===== config.mk =====
export PLATFORM = sky130hd
export DESIGN_NAME = data_mem_ctrl_flat
export DESIGN_NICKNAME = d
export VERILOG_FILES = /design/src/rtl/mem_pkg.sv /design/src/rtl/data_mem_ctrl_if.sv /design/src/rtl/data_mem_ctrl.sv /design/src/flat_wrapper.sv
export SDC_FILE = /design/constraint.sdc
export NUM_CORES = 1
export LEC_CHECK = 0
export CAP_MARGIN = 20
export CORE_AREA = 10 10 123 125
export DETAILED_ROUTE_END_ITERATION = 8
export DIE_AREA = 0 0 133 135
export PLACE_DENSITY_LB_ADDON = 0.08
export SLEW_MARGIN = 5
export SYNTH_ARGS = -nofsm -noshare
export SYNTH_HDL_FRONTEND = slang
export SYNTH_SLANG_ARGS = --single-unit

===== constraint.sdc =====
create_clock -name clk -period 3.8 [get_ports clk]
set_input_delay 0.95 -clock clk [delete_from_list [all_inputs] [get_ports clk]]
set_output_delay 0.95 -clock clk [all_outputs]
set_load 0.005 [all_outputs]

===== src/rtl/mem_pkg.sv =====
// Shared definitions for the data-memory controller and the data memory itself:
// FSM state encoding, memory window constants and the address window check.
package mem_pkg;

    localparam int unsigned BASE_ADDR = 1024;
    localparam int unsigned DEPTH     = 64;

    typedef enum logic [1:0] {
        ST_IDLE,
        ST_WAIT,
        ST_ACCESS,
        ST_DONE
    } state_e;

    // Word-aligned and inside [base, base + 4*depth); 34-bit limit avoids wrap near 2^32.
    function automatic logic addr_in_window(input logic [31:0] addr,
                                            input logic [31:0] base,
                                            input logic [31:0] depth);
        logic [33:0] limit;
        limit = {2'b00, base} + {depth, 2'b00};
        return (addr >= base) && ({2'b00, addr} < limit) && (addr[1:0] == 2'b00);
    endfunction

    function automatic logic addr_ok(input logic [31:0] addr);
        return addr_in_window(addr, BASE_ADDR, DEPTH);
    endfunction

endpackage


===== src/rtl/data_mem_ctrl_if.sv =====
// Pipeline-side request/response bundle of the data-memory controller.
// The MEM stage drives the master side, the controller implements the slave side.
interface data_mem_ctrl_if;
    logic        req_read;
    logic        req_write;
    logic [31:0] req_addr;
    logic [31:0] req_wdata;
    logic [31:0] rdata;
    logic        ready;
    logic        err;
    logic        freeze;

    modport master (
        output req_read, req_write, req_addr, req_wdata,
        input  rdata, ready, err, freeze
    );

    modport slave (
        input  req_read, req_write, req_addr, req_wdata,
        output rdata, ready, err, freeze
    );
endinterface


===== src/rtl/data_mem_ctrl.sv =====
// Sequencer between the MEM stage and the data memory: latches one request,
// waits WAIT_CYCLES, strobes the memory for one cycle and stalls the pipeline meanwhile.
module data_mem_ctrl #(
    parameter int unsigned WAIT_CYCLES = 4,
    parameter int unsigned BASE_ADDR   = mem_pkg::BASE_ADDR,
    parameter int unsigned DEPTH       = mem_pkg::DEPTH
) (
    input  logic                  clk,
    input  logic                  rst,
    data_mem_ctrl_if.slave        bus,
    output logic                  mem_read,
    output logic                  mem_write,
    output logic [31:0]           mem_address,
    output logic [31:0]           mem_data,
    input  logic [31:0]           mem_res
);
    import mem_pkg::*;

    localparam int CW = (WAIT_CYCLES > 0) ? $clog2(WAIT_CYCLES + 1) : 1;
    localparam logic [CW-1:0] CNT_LOAD = (WAIT_CYCLES == 0) ? '0 : CW'(WAIT_CYCLES - 1);

    state_e        state_q, state_d;
    logic [CW-1:0] cnt_q, cnt_d;
    logic          fault_q, fault_d;
    logic          wr_q, wr_d;
    logic [31:0]   addr_q, addr_d;
    logic [31:0]   wdata_q, wdata_d;
    logic [31:0]   rdata_q, rdata_d;
    logic          req_any;
    logic          req_ok;

    assign req_any = bus.req_read || bus.req_write;
    assign req_ok  = addr_in_window(bus.req_addr, BASE_ADDR, DEPTH);

    always_ff @(posedge clk) begin
        if (rst) begin
            state_q <= ST_IDLE;
            cnt_q   <= '0;
            fault_q <= 1'b0;
            wr_q    <= 1'b0;
            addr_q  <= '0;
            wdata_q <= '0;
            rdata_q <= '0;
        end else begin
            state_q <= state_d;
            cnt_q   <= cnt_d;
            fault_q <= fault_d;
            wr_q    <= wr_d;
            addr_q  <= addr_d;
            wdata_q <= wdata_d;
            rdata_q <= rdata_d;
        end
    end

    always_comb begin
        state_d = state_q;
        cnt_d   = cnt_q;
        fault_d = fault_q;
        wr_d    = wr_q;
        addr_d  = addr_q;
        wdata_d = wdata_q;
        rdata_d = rdata_q;
        unique case (state_q)
            ST_IDLE: begin
                if (req_any) begin
                    // A simultaneous read and write is treated as a write.
                    wr_d    = bus.req_write;
                    addr_d  = bus.req_addr;
                    wdata_d = bus.req_wdata;
                    fault_d = !req_ok;
                    if (!req_ok) begin
                        state_d = ST_DONE;
                        rdata_d = '0;
                    end else if (WAIT_CYCLES == 0) begin
                        state_d = ST_ACCESS;
                    end else begin
                        state_d = ST_WAIT;
                        cnt_d   = CNT_LOAD;
                    end
                end
            end
            ST_WAIT: begin
                if (cnt_q == '0) begin
                    state_d = ST_ACCESS;
                end else begin
                    cnt_d = cnt_q - 1'b1;
                end
            end
            ST_ACCESS: begin
                state_d = ST_DONE;
                if (!wr_q) begin
                    rdata_d = mem_res;
                end
            end
            ST_DONE: begin
                state_d = ST_IDLE;
            end
            default: begin
                state_d = ST_IDLE;
            end
        endcase
    end

    // Freeze drops in DONE so the pipeline advances on the completing edge.
    assign bus.freeze = (state_q == ST_IDLE && req_any) ||
                        (state_q == ST_WAIT) || (state_q == ST_ACCESS);
    assign bus.ready  = (state_q == ST_DONE);
    assign bus.err    = (state_q == ST_DONE) && fault_q;
    assign bus.rdata  = rdata_q;

    assign mem_read    = (state_q == ST_ACCESS) && !wr_q;
    assign mem_write   = (state_q == ST_ACCESS) && wr_q;
    assign mem_address = (state_q == ST_WAIT || state_q == ST_ACCESS) ? addr_q  : '0;
    assign mem_data    = (state_q == ST_WAIT || state_q == ST_ACCESS) ? wdata_q : '0;

endmodule


===== src/flat_wrapper.sv =====
// flat-port wrapper written by rule: the top's interface ports become plain ports
module data_mem_ctrl_flat import mem_pkg::*;
#(
    parameter int unsigned WAIT_CYCLES = 4,
    parameter int unsigned BASE_ADDR   = mem_pkg::BASE_ADDR,
    parameter int unsigned DEPTH       = mem_pkg::DEPTH
)
  (clk, rst, mem_read, mem_write, mem_address, mem_data, mem_res, bus_req_read, bus_req_write, bus_req_addr, bus_req_wdata, bus_rdata, bus_ready, bus_err, bus_freeze);
  data_mem_ctrl_if bus_i ();
  input  logic clk;
  input  logic rst;
  output logic mem_read;
  output logic mem_write;
  output logic [31:0] mem_address;
  output logic [31:0] mem_data;
  input  logic [31:0] mem_res;
  input wire logic [$bits(bus_i.req_read)-1:0] bus_req_read;
  input wire logic [$bits(bus_i.req_write)-1:0] bus_req_write;
  input wire logic [$bits(bus_i.req_addr)-1:0] bus_req_addr;
  input wire logic [$bits(bus_i.req_wdata)-1:0] bus_req_wdata;
  output wire logic [$bits(bus_i.rdata)-1:0] bus_rdata;
  output wire logic [$bits(bus_i.ready)-1:0] bus_ready;
  output wire logic [$bits(bus_i.err)-1:0] bus_err;
  output wire logic [$bits(bus_i.freeze)-1:0] bus_freeze;
  assign bus_i.req_read = bus_req_read;
  assign bus_i.req_write = bus_req_write;
  assign bus_i.req_addr = bus_req_addr;
  assign bus_i.req_wdata = bus_req_wdata;
  assign bus_rdata = bus_i.rdata;
  assign bus_ready = bus_i.ready;
  assign bus_err = bus_i.err;
  assign bus_freeze = bus_i.freeze;
  data_mem_ctrl #(.WAIT_CYCLES(WAIT_CYCLES), .BASE_ADDR(BASE_ADDR), .DEPTH(DEPTH)) u_core (.clk(clk), .rst(rst), .bus(bus_i), .mem_read(mem_read), .mem_write(mem_write), .mem_address(mem_address), .mem_data(mem_data), .mem_res(mem_res));
endmodule

==> impl_metrics.json <==
{
  "run_status": "completed",
  "vias": 4071,
  "timing.final.setup_violations": 0,
  "min_from": "u_core.addr_q[30]",
  "post_synth_instance_area_sq_um": 4260,
  "clock_buffer_depth": 2,
  "synth_top_flop_cell": "sky130_fd_sc_hd__dfxtp_1",
  "adder_cell_area_share_of_the_yosys_netlist_pct": 1.76,
  "postSynth.asyncResetShare_pct": 0,
  "max_slew.worst_pin.slew_ns": 0.693,
  "worst_hold_path.num_cells": 2,
  "timing.critical_path.mode_cell": "sky130_fd_sc_hd__clkdlybuf4s50_1",
  "synthCells": 503,
  "cpLargestDelayFamily": "buffers and inverters",
  "clock_skew_ns": 0.00506,
  "final.setup.tns_ns": 0,
  "drt-initial-drc-count": 162,
  "synth_sequential_area_ratio_pct": 48.4,
  "synth_compound_gate_area_share_pct": 17.5,
  "postSynthRegisterBits": 103,
  "critical_path.max_stage_delay_ns": 0.51,
  "vdd.ir_drop.worst_v": 0.000285,
  "top_usage_layer": "met2",
  "finish.net_count": 791,
  "gates_resized_cts_repair": 0,
  "groute.layer.met2.usage_pct": 24.3,
  "reg2reg_setup_slack_ns": 1.61,
  "cts.reportedPaths.clkPinSlew_ns": 0.06,
  "number_of_enable_flip_flop_cells_after_synthesis": 0,
  "detailedPlacementHpwl_microns": 10400,
  "first_pass_grt_wire_length_microns": 22000,
  "gr-usage-all-layers_pct": 15.1,
  "critical-path-slowest-cell": "sky130_fd_sc_hd__clkdlybuf4s50_1",
  "synth.lib_cells_used.distinct": 40,
  "mappedNetlistNets": 609,
  "dominant_combinational_cell_family_by_area_after_synthesis": "simple AND/OR/NAND/NOR gates",
  "vias_in_the_first_global_route": 4063,
  "yosysTopAreaCellShare_pct": 48.4,
  "worstPathBufferInverterCount": 2,
  "worstPathRequired_ns": 2.85,
  "whs_endpoint": "u_core.addr_q[30]",
  "floorplan.initialDensity_pct": 33.9,
  "cts_max_level": 3,
  "stdcell_area_sq_um": 6640,
  "synth_area_per_cell_sq_um": 8.46,
  "timing.final.crit_share_pct": 91.1,
  "ctsHoldBuffers": 0,
  "die_height_microns": 135,
  "clkLatencyLatePin_ns": 0.34,
  "achievable-frequency_ghz": 0.289,
  "groute.layer.met3.usage_pct": 5.82,
  "end_of_the_worst_register_to_register_path": "u_core.cnt_q[2]",
  "hold_viol_final": 0,
  "place_area_sq_um": 6390,
  "port_buffers": 200,
  "clkSinkCount": 103,
  "die-area_sq_um": 18000,
  "wirelength_microns": 14000,
  "drive_above_1_share_pct": 4.94,
  "globalplace.congestion": 0.762,
  "grt.met1_usage_pct": 18.1,
  "synth_top_area_cell": "sky130_fd_sc_hd__dfxtp_1",
  "io_pins": 201,
  "total_leakage_power_nw": 2.50,
  "viasPerCell": 4.73,
  "gr-total-overflow": 0,
  "timing_worst_setup_path_type": "input port to output pin",
  "root_buffer": "sky130_fd_sc_hd__clkbuf_16",
  "largest_net_degree_at_the_start_of_global_routing": 68,
  "crit_arrival_ns": 2.51,
  "yosysWarningCount": 0,
  "crit_path_cell_trace": "clkdlybuf4s50_1, o21a_2, or3_1, clkdlybuf4s50_1",
  "timing.rr.start": "u_core.state_q[1]",
  "floorplan.rows": 41,
  "worst_rel_slew_slack_pct": 53.8,
  "timing.critical_path.fanout_max": 5,
  "antenna_found_initial": 0,
  "worst_reg_to_reg_path_cell_count": 7,
  "tritoncts": "yes",
  "hold_path_class": "flop to flop",
  "chipWidth_microns": 133,
  "slew_viol_final": 0,
  "area_fraction_in_and_or_nand_and_nor_cells_after_synthesis_pct": 27.3,
  "synth_top_cells_by_area": "sky130_fd_sc_hd__dfxtp_1, sky130_fd_sc_hd__nand2_1, sky130_fd_sc_hd__and2_1",
  "synth.area.mux_share_pct": 0.500,
  "fin_hold_ws_ns": 0.449,
  "drcViolationCount": 0,
  "areaGrowthSynthToFinish_pct": 55.9,
  "setup.worst_path.end_class": "output pin",
  "cap_violations": 0,
  "wire_per_inst_microns": 16.2,
  "drt-pass1-iter-count": 5,
  "diodes": 0,
  "cellPowerDensity_nw_per_um2": 600,
  "yosys.area_share.xor_xnor_pct": 0,
  "final_antenna_net_count": 0,
  "rsz0062_at_grt": "no",
  "post-route-min-period_ns": 3.46,
  "cp-start-kind": "input port",
  "cts.repair_timing.setup_buffer_count": 0,
  "core_area_sq_um": 12600,
  "cts_inserted_buffers": 9
}
==> tightest hold or removal path, stage by stage, from the launching register on <==
cell,delay [ns]
sky130_fd_sc_hd__dfxtp_1,0.31
sky130_fd_sc_hd__nand2_1,0.05
sky130_fd_sc_hd__a21oi_1,0.05
==> Yosys cell counts, types with 2 or more instances <==
cell / n
sky130_fd_sc_hd__nor4_2: 4
sky130_fd_sc_hd__nand2_1: 131
sky130_fd_sc_hd__nand4_1: 3
sky130_fd_sc_hd__and3_1: 2
sky130_fd_sc_hd__a211oi_1: 2
sky130_fd_sc_hd__nand2b_1: 4
sky130_fd_sc_hd__nor2b_1: 2
sky130_fd_sc_hd__nor2_1: 10
sky130_fd_sc_hd__ha_1: 6
sky130_fd_sc_hd__buf_4: 3
sky130_fd_sc_hd__inv_1: 6
sky130_fd_sc_hd__buf_1: 4
sky130_fd_sc_hd__buf_2: 13
sky130_fd_sc_hd__dfxtp_1: 103
sky130_fd_sc_hd__a21oi_1: 68
sky130_fd_sc_hd__a22o_1: 32
sky130_fd_sc_hd__a221oi_1: 2
sky130_fd_sc_hd__and2_1: 68
sky130_fd_sc_hd__o21ai_0: 2
sky130_fd_sc_hd__or3_1: 2
sky130_fd_sc_hd__clkbuf_1: 17
==> area by class of cell <==
class / count / area [sq um]
clock buffers: 12 / 236
fillers: 1219 / 5930
repair buffers: 208 / 2070
well taps: 172 / 215
multi-input cells: 357 / 2020
inverters: 6 / 22.5
clock inverters: 2 / 10.0
flip-flops and latches: 103 / 2060
==> sequential cells by signal (all words and copies together), names as in the netlist <==
name	cells
u_core.addr_q	32
u_core.bus.rdata	32
u_core.wdata_q	32
u_core.cnt_q	3
u_core.state_q	2
u_core.fault_q	1
u_core.wr_q	1
==> layout by cell type (no fill, tap or decap), types with 5 or more instances in the layout <==
master / Yosys / routed
sky130_fd_sc_hd__dfxtp_1: 103 / 103
sky130_fd_sc_hd__and2_1: 68 / 68
sky130_fd_sc_hd__a21oi_1: 68 / 68
sky130_fd_sc_hd__clkdlybuf4s50_1: 0 / 199
sky130_fd_sc_hd__nand2_1: 131 / 131
sky130_fd_sc_hd__clkbuf_16: 0 / 9
sky130_fd_sc_hd__a22o_1: 32 / 32
sky130_fd_sc_hd__nor2_1: 10 / 10
sky130_fd_sc_hd__inv_1: 6 / 6
sky130_fd_sc_hd__buf_4: 3 / 7
sky130_fd_sc_hd__ha_1: 6 / 5
==> where the power goes <==
| part | total (W) | switching [W] | internal (W) |
|---|---|---|---|
| sequential | 0.00143 | 0.000109 | 0.00132 |
| combinational | 0.00175 | 0.000890 | 0.000857 |
| clock | 0.000809 | 0.000373 | 0.000436 |
| total | 0.00399 | 0.00137 | 0.00261 |
==> kinds of logic after synthesis <==
kind of cell	after synthesis
flops	103
mux	2
simple gates	234
compound gates	115
fa+ha+maj	6
buf+inv	43
==> per-stage QoR <==
stage / setup WS (ns) / instances / util [%] / total power, W
after floorplan: 1.22 / 503 / - / 0.00235
after global placement: 0.340 / 846 / 50.9 / 0.00322
after detailed placement: 0.333 / 846 / 50.9 / 0.00324
after CTS: 0.317 / 860 / 52.8 / 0.00407
after global routing: 0.290 / 860 / 52.8 / 0.00429
final: 0.339 / 860 / 52.8 / 0.00399
==> metal layers <==
metal / part of all wire, % / vias up
met1: 44 / 1874
met2: 46 / 148
met4: 1.1 / 0
met3: 8.9 / 9
li1: - / 2040
met5: 0 / -
==> worst max path at each step <==
stage                        from         end  cells past startpoint
CTS                 bus_req_write  bus_freeze                      4
finish              bus_req_write  bus_freeze                      4
floorplan           bus_req_write  bus_freeze                      3
global placement    bus_req_write  bus_freeze                      4
detailed placement  bus_req_write  bus_freeze                      4
global route        bus_req_write  bus_freeze                      4
Power figures use the tool's default switching activity.
==> edit 1: new RTL, same flow settings <==
`WAIT_CYCLES` is set to 4 in 2 places; all go to 2.
--- a/src/rtl/data_mem_ctrl.sv
+++ b/src/rtl/data_mem_ctrl.sv
@@ -1,7 +1,7 @@
 // Sequencer between the MEM stage and the data memory: latches one request,
 // waits WAIT_CYCLES, strobes the memory for one cycle and stalls the pipeline meanwhile.
 module data_mem_ctrl #(
-    parameter int unsigned WAIT_CYCLES = 4,
+    parameter int unsigned WAIT_CYCLES = 2,
     parameter int unsigned BASE_ADDR   = mem_pkg::BASE_ADDR,
     parameter int unsigned DEPTH       = mem_pkg::DEPTH
 ) (
--- a/src/flat_wrapper.sv
+++ b/src/flat_wrapper.sv
@@ -1,7 +1,7 @@
 // flat-port wrapper written by rule: the top's interface ports become plain ports
 module data_mem_ctrl_flat import mem_pkg::*;
 #(
-    parameter int unsigned WAIT_CYCLES = 4,
+    parameter int unsigned WAIT_CYCLES = 2,
     parameter int unsigned BASE_ADDR   = mem_pkg::BASE_ADDR,
     parameter int unsigned DEPTH       = mem_pkg::DEPTH
 )
Behaviour: not the same (a bounded check fails within 4 cycles, from zero or initial values and one cycle with rst high).
==> edit 1 against the unedited design <==
  * Register-to-register slack worse by 0.10 ns
  * Wire length shrank 0.53%
  * Die area did not move
  * Highest routed layer unchanged
  * Design area decreased by 1.4%
  * Final cell count decreased by 1.6%
  * Synthesized area down 3.1%
  * Critical path type unchanged
  * Power up 0.27%
  * Sequential cell count shrank 1
  * Worst setup slack worse by 0.047 ns
  * Count of clock-buffer cells in the layout decreased by 1
  * Synthesized cell count decreased by 3.0%
  * Clock skew increased by 0.0011 ns
==> edit 1: results (changes against the unedited design) <==
[run_status]
outcome=finished clean

[worst_setup_path]
critPathMaxFanout=4  ; -1
startpoint=bus_req_read
r2r_slack_ns=1.51  ; -0.10 ns

[routing]
drt_iter0_drc=161  ; -0.62%
post_drt_wl_per_cell_um=16.4  ; +1.1%
vias_per_cell=4.69  ; -0.94%

[cells_and_area]
drive_gt1_share_pct=4.75  ; -0.19 points
n_fill_cell=1220  ; +0.082%
fin_nets=777  ; -1.8%

[synth]
yosysSeqAreaShare_pct=49.5  ; +1.1 points
synth_fa_ha_area_share_pct=1.52  ; -0.25 points
synth_compound_area_share_pct=17.9  ; +0.38 points
synth_area_leaders=dfxtp_1 (49%), nand2_1 (12%), and2_1 (10%)
muxShareOfSynthArea_pct=0  ; -0.50 points
yosysUniqueCellTypes=33  ; -18%
synth_nets=593  ; -2.6%
synth_common_cells=nand2_1 (132), dfxtp_1 (102), a21oi_1 (67), and2_1 (67), a22o_1 (32)

[sta]
finalCriticalPeriod_ns=3.51  ; +0.0471 ns
slew_headroom_pct=48.1  ; -5.7 points

[placed_design]
dpl.hpwl_um=10200  ; -2.0%
gp_congestion=0.722  ; -5.3%

[global_route]
globalRouteTotalUtil_pct=15.1  ; about the same
grt_first_pass_wirelength_um=22100  ; +0.79%
grt_pass1_vias=4162  ; +2.4%
grt_max_degree=72  ; +5.9%

[pwr]
ir_worst_vdd_mv=0.329  ; +15%
leakage_uw=0.00247  ; -0.85%
p_int_uw=2610  ; about the same

[die]
start_util_pct=32.8  ; -1.1 points

-- edit 1: area by class of cell --
class | count | share of cell area, %
clock inverters | 2 | 0.153
multi-input cells | 344 | 29.5
clock buffers | 11 | 3.86
inverters | 6 | 0.344
well taps | 172 | 3.29
repair buffers | 209 | 31.7
flip-flops and latches | 102 | 31.2
-- edit 1: final timing paths --
path	to
worst max-delay path	bus_freeze
worst max register to register	u_core.bus.rdata[16]
worst min register to register	u_core.addr_q[4]
worst min-delay path	u_core.addr_q[4]
-- edit 1: cell families (layout without fill, tap and decap cells) --
kind of cell             after synthesis  count (layout)
AO/OA/AOI/OAI                        113             113
flip-flops                           102             102
buffers and inverters                 42             228
AND/OR/NAND/NOR                      226             226
adder cells (fa/ha/maj)                5               5
-- edit 1: per-stage QoR --
stage / worst slack [ns] / cells / utilization [%] / hold WS, ns
global placement: 0.0510 / 832 / 49.9 / 0.437
detailed placement: 0.195 / 833 / 50.0 / 0.442
CTS: 0.278 / 846 / 52.1 / 0.451
floorplan: 1.13 / 488 / - / 0.432
global route: 0.214 / 846 / 52.1 / 0.464
finish: 0.291 / 846 / 52.1 / 0.448
-- edit 1: power groups by stage --
| stage | sequential (uW) | combinational, uW | clock [uW] |
|---|---|---|---|
| CTS | 1430 | 1770 | 868 |
| finish | 1430 | 1730 | 833 |
| floorplan | 1430 | 900 | 0 |
| global route | 1460 | 1920 | 901 |
| detailed placement | 1450 | 1760 | 0 |
| global placement | 1440 | 1740 | 0 |
-- edit 1: routing by layer --
| metal | vias up | track usage, % | share of wire [%] |
|---|---|---|---|
| met5 | - | 0 | 0 |
| met4 | 0 | 4.77 | 1.2 |
| met3 | 12 | 7.23 | 10 |
| met2 | 138 | 25.2 | 47 |
| li1 | 1993 | - | - |
| met1 | 1824 | 16.6 | 41 |
-- edit 1: critical path: stages --
cell	delay, ns
clkdlybuf4s50_1	0.50
nor2_1	0.28
nor2_4	0.05
or3_1	0.30
clkdlybuf4s50_1	0.49
==> edit 2: new RTL, same settings <==
Made on the original files. Encoding of `state_e`: now one-hot (4 bits for 4 states).
--- a/src/rtl/mem_pkg.sv
+++ b/src/rtl/mem_pkg.sv
@@ -5,11 +5,11 @@
     localparam int unsigned BASE_ADDR = 1024;
     localparam int unsigned DEPTH     = 64;
 
-    typedef enum logic [1:0] {
-        ST_IDLE,
-        ST_WAIT,
-        ST_ACCESS,
-        ST_DONE
+    typedef enum logic [3:0] {
+        ST_IDLE   = 4'b0001,
+        ST_WAIT   = 4'b0010,
+        ST_ACCESS = 4'b0100,
+        ST_DONE   = 4'b1000
     } state_e;
 
     // Word-aligned and inside [base, base + 4*depth); 34-bit limit avoids wrap near 2^32.
Check against the original RTL: same outputs for any inputs over 4 cycles, from zero or initial values and one cycle with rst high; so few cycles prove little.
==> edit 2 against the unedited design <==
  * Sequential cell count increased by 2
  * Design area rose by 5.8%
  * Wire length rose by 8.2%
  * Synthesized cell count up 17%
  * Final cell count up 9.1%
  * Synthesized area rose by 9.0%
  * Worst setup slack better by 0.13 ns
  * Critical path depth up 1
  * Die area stayed put
  * Register-to-register slack better by 0.02 ns
  * Critical path type unchanged
Power is not compared: it rests on default switching activity, and its combinational part moved more than twofold at a synthesized area within 25%.
==> edit 2: results (changes against the unedited design) <==
[global_route]
globalRouteTotalUtil_pct=15.9  ; +0.86 points
antenna_found_initial=0  ; unchanged
met1_usage_pct=19.2  ; +1.1 points
grt_pass1_vias=4508  ; +11%
grt_overflow=0  ; unchanged
grt_first_pass_wirelength_um=23600  ; +7.6%
grtUsageMet2_pct=25.7  ; +1.4 points
grt_max_degree=101  ; +49%
grt_util_met3_pct=6.19  ; +0.37 points

[cts]
post_cts_resized=0  ; unchanged
clk_latency_ns=0.33
clk_path_buf_depth=2  ; unchanged
cts_setup_buffers=0  ; unchanged

[routing]
met1_length_um=6620  ; +8.3%
dr_wl_met2_um=7040  ; +9.1%
antenna_left=0  ; unchanged
first_pass_iters=4  ; -1
drt-total-wl_um=15100  ; +8.2%
drt_iter0_drc=182  ; +12%
routed-wl-met3_um=1250  ; +1.0%
vias_per_cell=4.86  ; +2.7%

[worst_setup_path]
arrival_ns=2.38  ; -0.13 ns
r2r_end=u_core.addr_q[8]
startpoint=bus_req_write
crit_type=in -> out
critPathMaxFanout=3  ; -2
regToRegStartpoint=u_core.state_q[0]
r2r_slack_ns=1.63  ; +0.02 ns
cp_slowest_cell=clkdlybuf4s50_1
critPathMaxStageDelay_ns=0.49  ; -0.02 ns
cp_top_family=buffers and inverters
r2r_cells=5  ; -2

[sta]
slew_headroom_pct=26.3  ; -27 points
worst_slack_ns=0.470  ; +0.132 ns
hold_ws_ns=0.449  ; -0.000453 ns
skew_ns=0.00477  ; -0.000288 ns

[synth]
synth_common_cells=nand2_1 (164), dfxtp_1 (105), a21oi_1 (68)
synth_area_leaders=dfxtp_1 (45%), nand2_1 (13%), and2_1 (9.0%)
synth_nets=690  ; +13%
synth_cells=588  ; +17%
yosysUniqueCellTypes=34  ; -15%
yosysSeqAreaShare_pct=45.3  ; -3.1 points

[cells_and_area]
instances_no_fill=938  ; +9.1%
drive_gt1_share_pct=4.44  ; -0.50 points
fin_nets=863  ; +9.1%

[placed_design]
pre_cts_ws_ns=0.477  ; +0.145 ns
dpl.hpwl_um=10600  ; +1.2%
place_area_mm2=0.00672  ; +5.1%
gp_congestion=0.712  ; -6.5%
place_inst=922  ; +9.0%
io_buffers=200  ; unchanged

[pwr]
cellPowerDensity_mw_per_mm2=353
ir_worst_vdd_mv=0.267
comb_power_share_pct=13.4

[worst_hold_path]
holdCritStartpoint=u_core.wdata_q[9]
hold_end=u_core.wdata_q[9]
hp-class=reg -> reg

[run_status]
outcome=finished clean

[edit 2: cell families (layout without fill, tap and decap cells)]
kind of cell | Yosys count | count (layout) | share of synthesized area, %
DFF | 105 | 105 | 45.3
AOI/OAI and AO/OA | 139 | 139 | 18.0
buffers and inverters | 53 | 231 | 5.36
and+or+nand+nor | 287 | 287 | 30.5
adders and majority gates | 2 | 2 | 0.539
xor gates and xnor gates | 2 | 2 | 0.377
[edit 2: worst register-to-register path: cells and delay by family, from the launching register on]
kind	cells	cell delay (ns)
and+or+nand+nor	3	1.16
DFF	1	0.44
buffers and inverters	1	0.37
AOI/OAI and AO/OA	1	0.13
[edit 2: layout make-up]
| cell class | count | area (um^2) |
|---|---|---|
| inverter | 5 | 18.8 |
| fill | 1213 | 5540 |
| multi-input combinational | 430 | 2300 |
| timing repair buffer | 210 | 2070 |
| tap | 172 | 215 |
| clock inverter | 2 | 35.0 |
| clock buffer | 14 | 274 |
| sequential | 105 | 2100 |
